--- config.mk ---
export PLATFORM = sky130hd
export DESIGN_NAME = dct_mac_array
export DESIGN_NICKNAME = d
export VERILOG_FILES = /design/src/rtl/dct_mac_pkg.sv /design/src/rtl/dct_mac_lane.sv /design/src/rtl/dct_mac_array.sv
export SDC_FILE = /design/constraint.sdc
export NUM_CORES = 2
export LEC_CHECK = 0
export ABC_CLOCK_PERIOD_IN_PS = 5760
export CAP_MARGIN = 20
export CORE_ASPECT_RATIO = 1.75
export CORE_MARGIN = 1
export CORE_UTILIZATION = 25
export DETAILED_ROUTE_END_ITERATION = 6
export PLACE_DENSITY_LB_ADDON = 0.15
export SLEW_MARGIN = 40
export SYNTH_ARGS = -nofsm -noshare
export SYNTH_HDL_FRONTEND = slang
export SYNTH_HIERARCHICAL = 1
export SYNTH_SLANG_ARGS = --single-unit
--- constraint.sdc ---
create_clock -name clk -period 5.76 [get_ports clk]
set_clock_uncertainty 0.15 [all_clocks]
set_input_delay 1.44 -clock clk [delete_from_list [all_inputs] [get_ports clk]]
set_output_delay 1.44 -clock clk [all_outputs]
set_load 0.03 [all_outputs]
--- src/rtl/dct_mac_pkg.sv ---
// -----------------------------------------------------------------------------
// dct_mac_pkg
// Shared types and helpers for the multi-lane DCT multiply-accumulate array.
//   acc_width()       : accumulator width that cannot overflow over a block
//   round_shift_sat() : optional round-half-up, arithmetic shift, clamp + flag
//   lane_lsb()        : LSB position of a lane inside a flat lane bus
// -----------------------------------------------------------------------------
package dct_mac_pkg;

    // Widest intermediate used by the result post-processing.
    localparam int MAXW = 64;

    typedef struct packed {
        logic signed [MAXW-1:0] value;
        logic                   sat;
    } rss_t;

    function automatic int acc_width(input int dw, input int cw, input int taps);
        return dw + cw + $clog2(taps);
    endfunction

    function automatic int lane_lsb(input int lane, input int width);
        return lane * width;
    endfunction

    // The bias is added in MAXW bits, so it can never wrap the accumulator sum.
    function automatic rss_t round_shift_sat(input logic signed [MAXW-1:0] sum,
                                             input int                     frac,
                                             input int                     rw,
                                             input bit                     rnd);
        logic signed [MAXW-1:0] biased;
        logic signed [MAXW-1:0] shifted;
        logic signed [MAXW-1:0] hi;
        logic signed [MAXW-1:0] lo;
        rss_t                   r;
        biased  = rnd ? sum + (64'sd1 <<< (frac - 1)) : sum;
        shifted = biased >>> frac;
        hi      = (64'sd1 <<< (rw - 1)) - 64'sd1;
        lo      = -(64'sd1 <<< (rw - 1));
        r.value = shifted;
        r.sat   = 1'b0;
        if (shifted > hi) begin
            r.value = hi;
            r.sat   = 1'b1;
        end else if (shifted < lo) begin
            r.value = lo;
            r.sat   = 1'b1;
        end
        return r;
    endfunction

endpackage

--- src/rtl/dct_mac_lane.sv ---
// -----------------------------------------------------------------------------
// dct_mac_lane
// One MAC lane: registered product, block accumulator, and the combinational
// round/shift/saturate of the final sum (accumulator + last product).
// Ports:
//   clk, rst   : clock, synchronous active-high reset
//   i_load     : capture i_data * i_coef into the product register
//   i_step     : advance the accumulator with the registered product
//   i_first    : registered product is tap 0 of a block (restart accumulator)
//   i_data     : signed sample, i_coef : signed coefficient
//   o_res      : rounded/saturated result of acc + product
//   o_sat      : o_res was clamped
// -----------------------------------------------------------------------------
module dct_mac_lane
    import dct_mac_pkg::*;
#(
    parameter int DW    = 8,
    parameter int CW    = 12,
    parameter int TAPS  = 8,
    parameter int RW    = 12,
    parameter int FRAC  = 11,
    parameter int ROUND = 1
) (
    input  logic                 clk,
    input  logic                 rst,
    input  logic                 i_load,
    input  logic                 i_step,
    input  logic                 i_first,
    input  logic signed [DW-1:0] i_data,
    input  logic signed [CW-1:0] i_coef,
    output logic signed [RW-1:0] o_res,
    output logic                 o_sat
);

    localparam int PW = DW + CW;
    localparam int AW = acc_width(DW, CW, TAPS);

    logic signed [PW-1:0] r_mult_res;
    logic signed [AW-1:0] r_acc;
    logic signed [AW-1:0] w_mult_ext;
    logic signed [AW-1:0] w_sum;
    rss_t                 w_rs;
    logic                 w_unused_hi;

    assign w_mult_ext = AW'(r_mult_res);
    assign w_sum      = r_acc + w_mult_ext;
    assign w_rs       = round_shift_sat(MAXW'(w_sum), FRAC, RW, ROUND != 0);
    assign o_res      = w_rs.value[RW-1:0];
    assign o_sat      = w_rs.sat;
    // After clamping, everything above RW is sign extension.
    assign w_unused_hi = ^w_rs.value[MAXW-1:RW];

    // NOTE: state registers use non-blocking assignments so every register
    // samples pre-edge values regardless of statement order.
    always_ff @(posedge clk) begin
        if (rst) begin
            r_mult_res <= '0;
            r_acc      <= '0;
        end else begin
            if (i_load) r_mult_res <= PW'(i_data) * PW'(i_coef);
            if (i_step) r_acc      <= i_first ? w_mult_ext : w_sum;
        end
    end

endmodule

--- src/rtl/dct_mac_array.sv ---
// -----------------------------------------------------------------------------
// dct_mac_array
// LANES parallel MAC lanes sharing one sample stream. Each lane accumulates
// TAPS products, then rounds, shifts and saturates; all lanes are released
// together through a valid/ready output register with backpressure.
// Ports:
//   clk, rst             : clock, synchronous active-high reset
//   in_valid / in_ready  : input beat handshake
//   in_data              : signed sample broadcast to every lane
//   in_coef              : per-lane signed coefficients, lane l at [l*CW +: CW]
//   out_valid/out_ready  : result handshake
//   out_data             : per-lane results, lane l at [l*RW +: RW]
//   out_sat              : per-lane saturation flags
// -----------------------------------------------------------------------------
module dct_mac_array
    import dct_mac_pkg::*;
#(
    parameter int LANES = 8,
    parameter int TAPS  = 8,
    parameter int DW    = 8,
    parameter int CW    = 12,
    parameter int RW    = 12,
    parameter int FRAC  = 11,
    parameter int ROUND = 1
) (
    input  logic                   clk,
    input  logic                   rst,
    input  logic                   in_valid,
    output logic                   in_ready,
    input  logic signed [DW-1:0]   in_data,
    input  logic [LANES*CW-1:0]    in_coef,
    output logic                   out_valid,
    input  logic                   out_ready,
    output logic [LANES*RW-1:0]    out_data,
    output logic [LANES-1:0]       out_sat
);

    localparam int TW = $clog2(TAPS);

    logic [TW-1:0]          r_tap;
    logic                   r_v1;
    logic                   r_first1;
    logic                   r_last1;
    logic                   r_out_valid;
    logic [LANES*RW-1:0]    r_out_data;
    logic [LANES-1:0]       r_out_sat;

    logic                   w_stall;
    logic                   w_accept;
    logic                   w_step;
    logic                   w_load;
    logic [LANES*RW-1:0]    w_res;
    logic [LANES-1:0]       w_sat;

    // A full output register that is not being drained freezes the whole pipe.
    assign w_stall  = r_out_valid && !out_ready;
    assign in_ready = !rst && !w_stall;
    assign w_accept = in_valid && in_ready;
    assign w_step   = r_v1 && !w_stall;
    assign w_load   = w_step && r_last1;

    assign out_valid = r_out_valid;
    assign out_data  = r_out_data;
    assign out_sat   = r_out_sat;

    for (genvar g = 0; g < LANES; g++) begin : g_lane
        dct_mac_lane #(
            .DW    (DW),
            .CW    (CW),
            .TAPS  (TAPS),
            .RW    (RW),
            .FRAC  (FRAC),
            .ROUND (ROUND)
        ) u_lane (
            .clk     (clk),
            .rst     (rst),
            .i_load  (w_accept),
            .i_step  (w_step),
            .i_first (r_first1),
            .i_data  (in_data),
            .i_coef  (in_coef[lane_lsb(g, CW) +: CW]),
            .o_res   (w_res[lane_lsb(g, RW) +: RW]),
            .o_sat   (w_sat[g])
        );
    end

    always_ff @(posedge clk) begin
        if (rst) begin
            r_tap       <= '0;
            r_v1        <= 1'b0;
            r_first1    <= 1'b0;
            r_last1     <= 1'b0;
            r_out_valid <= 1'b0;
            r_out_data  <= '0;
            r_out_sat   <= '0;
        end else begin
            if (w_accept) begin
                r_tap <= (r_tap == TW'(TAPS - 1)) ? '0 : r_tap + TW'(1);
            end
            if (!w_stall) begin
                r_v1 <= w_accept;
                if (w_accept) begin
                    r_first1 <= (r_tap == '0);
                    r_last1  <= (r_tap == TW'(TAPS - 1));
                end
            end
            // A new result takes priority over a simultaneous drain.
            if (w_load) begin
                r_out_valid <= 1'b1;
                r_out_data  <= w_res;
                r_out_sat   <= w_sat;
            end else if (r_out_valid && out_ready) begin
                r_out_valid <= 1'b0;
            end
        end
    end

endmodule

* Word-level counts from Yosys, hierarchy flattened *
Index checks and enable logic that the tools add are counted.

word-level totals
  bits in registers = 455
  latch bits = 0
  RAM bits = 0
  ROM bits = 0
  bits of input ports = 108
  output and inout bits = 106
  logic and storage cells = 105
  memories kept = 0

operators by class
  add/sub/neg operators = 17
  multipliers = 8
  divide/modulo/power cells = 0
  order comparisons = 16
  equality and inequality tests = 1
  shift operators = 0
  muxes and demuxes = 27
  bitwise operators = 1
  reductions and logical operators = 12

operators with widths
  kind                                                             count
  two-way mux 13 bit                                               16
  adder 23 x 12 -> 24 bit, second input constant                   8
  adder 23 x 20 -> 23 bit                                          8
  two-way mux 23 bit                                               8
  multiplier 8 x 12 -> 20 bit                                      8
  greater-than comparator 13 x 12 -> 1 bit, second input constant  8
  < comparator 13 x 12 -> 1 bit, second input constant             8
  logical AND 1 bit                                                6
  adder 3 x 1 -> 3 bit, second input constant                      1
  == test 3 bit, second input constant                             1
  zero test 1 bit                                                  3
  zero test 3 bit                                                  1
  two-way mux 3 bit                                                1
  two-way mux 1 bit                                                2
  AND reduction 2 bit                                              1
  nonzero test 2 bit                                               1
  NOT 1 bit                                                        1

* Longest topological paths before layout *
  depth after elaboration = 6
  mapped depth = 20
  depth with buffers taken out = 20

* Cells and area by module *
Netlist, hierarchy kept.

modules (own cells, without submodules)
  module                               times used  cells an instance  area an instance (µm²)  seq. area each (µm²)
  dct_mac_lane (g_lane[1].u_lane ...)  3           832                6990.5                  860.8
  dct_mac_lane (g_lane[0].u_lane)      1           837                6931.6                  860.8
  dct_mac_lane (g_lane[4].u_lane)      1           818                6885.4                  860.8
  dct_mac_lane (g_lane[6].u_lane)      1           809                6816.5                  860.8
  dct_mac_lane (g_lane[5].u_lane)      1           817                6786.5                  860.8
  dct_mac_lane (g_lane[7].u_lane)      1           825                6764.0                  860.8
  dct_mac_array                        1           525                4569.4                  2222.1

* Worst setup path after synthesis *
No wires, ideal clock.

  path kind = input to register
  from = input in_data[2]
  to = register g_lane[7].u_lane.r_mult_res[19]
  setup time = 0.132 ns
  data arrival time = 5.803 ns
  required time = 5.478 ns
  path slack = -0.325 ns
  cell stages on the path = 19
  buffers on the path = 1
  cell sequence = clkbuf_1 -> nand2_1 -> fa_1 -> inv_1 -> fa_1 -> fa_1 -> inv_1 -> fa_1 -> inv_1 -> ha_1 -> or3_1 -> a311o_1 -> a31oi_1 -> nor2b_1 -> o21ai_0 -> a21oi_1 -> a211oi_1 -> mux2i_1 -> nor3_1

on the way
  longest elaborated chain between the ends = 1

RTL lines
  element                      RTL line             RTL
  from (decl)                  dct_mac_array.sv:30  input logic signed [DW-1:0] in_data,
  multiplier 8 x 12 -> 20 bit  dct_mac_lane.sv:60   if (i_load) r_mult_res <= PW'(i_data) * PW'(i_coef);
  to (signal assigned)         dct_mac_lane.sv:60
  to (decl)                    dct_mac_lane.sv:38   logic signed [PW-1:0] r_mult_res;

No other way between the ends.
A chain may end at the register's enable or synchronous reset.

* Final worst setup path *
  from = input in_data[2]
  to = register g_lane[4].u_lane.r_mult_res[15]

on the way
  longest elaborated chain between the ends = 1

RTL lines
  element                      RTL line
  multiplier 8 x 12 -> 20 bit  dct_mac_lane.sv:60
  to (signal assigned)         dct_mac_lane.sv:60
  to (decl)                    dct_mac_lane.sv:38

No other way between the ends.

==> qor.yml <==
seqPwrFrac_pct: 14.6
postSynthRegisterBits: 455
grt_antenna_before_repair: 20
area_delta_synth_final_pct: 21.9
start_util_pct: 25.1
timing.critical_path.slowest_stage_cell: "sky130_fd_sc_hd__fa_1"
num_vias: 51300
grt_max_degree: 163
cpPeakStageDelay_ns: 0.54
cellInternalPower_mw: 15.7
ys_dominant_reg_cell: "sky130_fd_sc_hd__dfxtp_1"
fin_cells: 10900
cap_viol_max_count: 0
gp_congestion: 0.840
timing.critical_path.required_ns: 6.13
utilization_pct: 30.6
pin_count: 214
pwr-share-comb_pct: 70.7
clock_tree_from_tritoncts: "yes"
path_buf_inv: 9
placement_rows: 237
max_freq_ghz: 0.178
clock-sinks: 455
rsz0062_at_grt: "true"
syn-instance-count: 7127
synth-warning-count: 6
critical_path.cell_chain: "buf_12 -> buf_12 -> buf_6 -> buf_4 -> and2_1 -> fa_2 -> inv_1 -> fa_1 -> fa_1 -> fa_1 -> inv_1 -> ha_1 -> buf_4 -> a21oi_1 -> nand2b_4 -> a2111o_1 -> nand3_2 -> nand2_2 -> buf_4 -> xnor2_2 -> buf_4 -> mux2i_1 -> nor2_1"
postSynthNetCount: 8358
type_of_element_launching_the_critical_path: "primary input"
synth.distinct_cells: 125
grt_pass1_wl_microns: 301000
synth_edf_count: 0
clockRootBuffer: "sky130_fd_sc_hd__clkbuf_16"
fp.coreArea_sq_um: 238000
avgSynthCellArea_sq_um: 8.38
critical_path_class: "in -> reg"
clock_path_buffers: 3
worst_setup_path_end_kind: "flop"
worst_path_dominant_cell_family: "adder cells"
power.static_leakage_nw: 32.4
multi_input_comb_area_sq_um: 46200
timing.critical_path.arrival_ns: 6.00
layout.filler_cells: 25400
worst_hold_path_type: "reg -> reg"
detailedRoute.firstPassIterationCount: 5
worst_slack_ns: 0.134
finalHoldWorstSlack_ns: 0.321
dp_worst_setup_slack_ns: -0.937
wl_per_cell_microns: 17.9
finalSetupViolCount: 0
cts-hold-fix-buffers: 0
residual_drc_count: 0
finalWirelength_microns: 195000
period_minus_slack_ns: 5.63
synth-seq-area-share_pct: 15.3
place_inst: 10700
power.density_nw_per_um2: 392
die_outline_area_sq_um: 241000
portBuffers: 213
worst-path-max-fanout: 23
chipHeight_microns: 649
worst_slew_pin_slew_ns: 0.822
max_ir_drop_vdd_uv: 262
ant_nets: 0
status: "finished, final reports clean"
setup_tns_final_ns: 0
clock_pin_slew_on_the_worst_setup_and_hold_paths_ns: 0.06
report.final.slew_viol_count: 0
clk-insertion-delay-late_ns: 0.70
seqCellArea_sq_um: 9120
cts_max_level: 2
grt_pass1_vias: 53500
drive_above_1_share_pct: 13.8
switching_share_pct: 45.0
grt_overflow_total: 0
final_nets: 8947
place.detailed.hpwl_microns: 154000
dieWidth_microns: 371
maxSlewHeadroom_pct: 45.2
cts_inserted_buffers: 60
timing.final.hold_violations: 0
grt_usage_pct: 15.8
power_switching_mw: 12.9
drt_iter0_markers: 2226
part_of_the_total_power_dissipated_in_the_clock_network_pct: 14.7
route.detailed.vias_per_inst: 4.71
synthesis.area_sq_um: 59700
final_min_period_over_clock_period_pct: 97.7
critical-path-top-cell-by-count: "sky130_fd_sc_hd__buf_4"
async_flop_share_pct: 0
[cells in the final DEF, fill, tap and decap left out, drive strengths merged, types with 18 or more instances in the layout]
master / instances
nand2b: 91
nor3b: 18
ha: 483
or2: 23
a31oi: 32
nand4: 147
o31ai: 30
nor3: 107
a311oi: 24
xor2: 106
a211o: 21
nand3: 99
nand2: 520
dfxtp: 455
nor4: 20
a211oi: 136
a21o: 91
buf: 642
and3: 46
dlymetal6s2s: 42
fa: 640
inv: 912
xnor2: 213
o211ai: 104
mux2i: 219
clkdlybuf4s50: 151
nor2b: 42
or3: 34
o21ai: 398
and2: 527
a21oi: 392
nor2: 553
o21a: 45
clkbuf: 89
[final timing paths]
kind                                  start                               to  slack (ns)  cells after the start
max                              in_data[2]  g_lane[4].u_lane/r_mult_res[15]        0.13                     23
min                            out_data[56]                     out_data[56]        0.32                      2
max reg2reg  g_lane[6].u_lane/r_mult_res[0]                       out_sat[6]        0.95                     13
min reg2reg                    out_data[56]                     out_data[56]        0.32                      2
[stage by stage]
| step | cell area [sq um] | power, mW |
|---|---|---|
| 5_1_grt | 72800 | 31.5 |
| 2_1_floorplan | 59900 | 16.7 |
| 3_5_place_dp | 69200 | 24.0 |
| 3_3_place_gp | 69200 | 24.0 |
| 6_report | 72800 | 28.6 |
| 4_1_cts | 71500 | 28.6 |
[cell usage after synthesis (15+ instances only)]
cell type | instances | share of area (%)
sky130_fd_sc_hd__a21oi_1 | 383 | 3.2
sky130_fd_sc_hd__o22ai_1 | 17 | 0.18
sky130_fd_sc_hd__nor2_1 | 552 | 3.5
sky130_fd_sc_hd__nor2b_1 | 41 | 0.43
sky130_fd_sc_hd__mux2i_1 | 219 | 3.7
sky130_fd_sc_hd__o21ai_0 | 336 | 2.8
sky130_fd_sc_hd__dfxtp_1 | 455 | 15
sky130_fd_sc_hd__o31ai_1 | 25 | 0.31
sky130_fd_sc_hd__a211o_1 | 21 | 0.31
sky130_fd_sc_hd__fa_1 | 640 | 21
sky130_fd_sc_hd__and3_1 | 41 | 0.43
sky130_fd_sc_hd__a21o_1 | 88 | 1.1
sky130_fd_sc_hd__o211ai_1 | 97 | 1.2
sky130_fd_sc_hd__and2_1 | 521 | 5.5
sky130_fd_sc_hd__nand2_1 | 518 | 3.3
sky130_fd_sc_hd__xnor2_1 | 211 | 3.1
sky130_fd_sc_hd__o21ai_1 | 45 | 0.38
sky130_fd_sc_hd__a211oi_1 | 117 | 1.5
sky130_fd_sc_hd__buf_6 | 23 | 0.43
sky130_fd_sc_hd__o21ai_2 | 17 | 0.25
sky130_fd_sc_hd__and4_1 | 15 | 0.22
sky130_fd_sc_hd__or3_1 | 31 | 0.32
sky130_fd_sc_hd__o21a_1 | 42 | 0.53
sky130_fd_sc_hd__nand4_1 | 144 | 1.5
sky130_fd_sc_hd__inv_1 | 906 | 5.7
sky130_fd_sc_hd__ha_1 | 483 | 10
sky130_fd_sc_hd__nor3_1 | 99 | 0.83
sky130_fd_sc_hd__a31oi_1 | 32 | 0.34
sky130_fd_sc_hd__buf_4 | 17 | 0.21
sky130_fd_sc_hd__buf_1 | 31 | 0.19
sky130_fd_sc_hd__xor2_1 | 106 | 1.6
sky130_fd_sc_hd__nand3_1 | 94 | 0.79
sky130_fd_sc_hd__o21bai_1 | 16 | 0.20
sky130_fd_sc_hd__a311oi_1 | 18 | 0.26
sky130_fd_sc_hd__buf_2 | 21 | 0.18
sky130_fd_sc_hd__a211oi_2 | 16 | 0.34
sky130_fd_sc_hd__or2_2 | 19 | 0.20
sky130_fd_sc_hd__nand2b_1 | 87 | 0.91
sky130_fd_sc_hd__clkbuf_1 | 222 | 1.4
[worst min-delay path: stages, from the launching register on]
cell and delay, ns:
sky130_fd_sc_hd__dfxtp_1 0.30, sky130_fd_sc_hd__o21ai_0 0.06, sky130_fd_sc_hd__a21oi_1 0.06
[cell type report]
class / instances / area share [%]
clock buffer: 77 / 2.26
tap: 3107 / 5.34
inverter: 916 / 4.76
multi-input combinational: 5426 / 63.5
antenna: 8 / 0.0275
sequential: 455 / 12.5
clock inverter: 33 / 0.717
timing repair buffer: 857 / 10.9
[logic make-up after synthesis]
logic type	Yosys count	share of synthesized area, %
AOI/OAI and AO/OA	1461	16.3
xor gates and xnor gates	319	4.70
DFF	455	15.3
adders and majority gates	1123	31.6
buffers and inverters	1246	8.34
muxes	227	3.83
and+or+nand+nor	2296	20.0
[what timing repair did]
action | 4_1_cts | 5_1_grt
cloned | 0 | 10
pin swaps | 4 | 80
gates resized for setup | 32 | 213
setup endpoints to repair | 31 | 52
buffers inserted | 0 | 38
[state kept, by name (all words and copies together) (netlist names)]
name and count:
g_lane.u_lane/r_acc 184, r_tap 3, out_sat 8, r_v1 1
g_lane.u_lane/r_mult_res 160, r_first1 1, out_valid 1, out_data 96
r_last1 1
[layer usage]
layer	wire, microns	track usage (%)	vias up
li1	-	-	25200
met1	78700	18.1	25200
met2	105000	30.4	672
met3	6170	1.72	193
met4	4780	4.38	10
met5	68	0	-
[power groups by stage]
stage / Clock, mW / Combinational (mW) / Sequential [mW]
finish: 4.19 / 20.2 / 4.18
global route: 4.46 / 22.8 / 4.25
CTS: 4.36 / 20.0 / 4.21
detailed placement: 0 / 19.8 / 4.28
global placement: 0 / 19.7 / 4.27
floorplan: 0 / 12.7 / 3.95
Note: power is estimated with default switching activity, not from simulation.
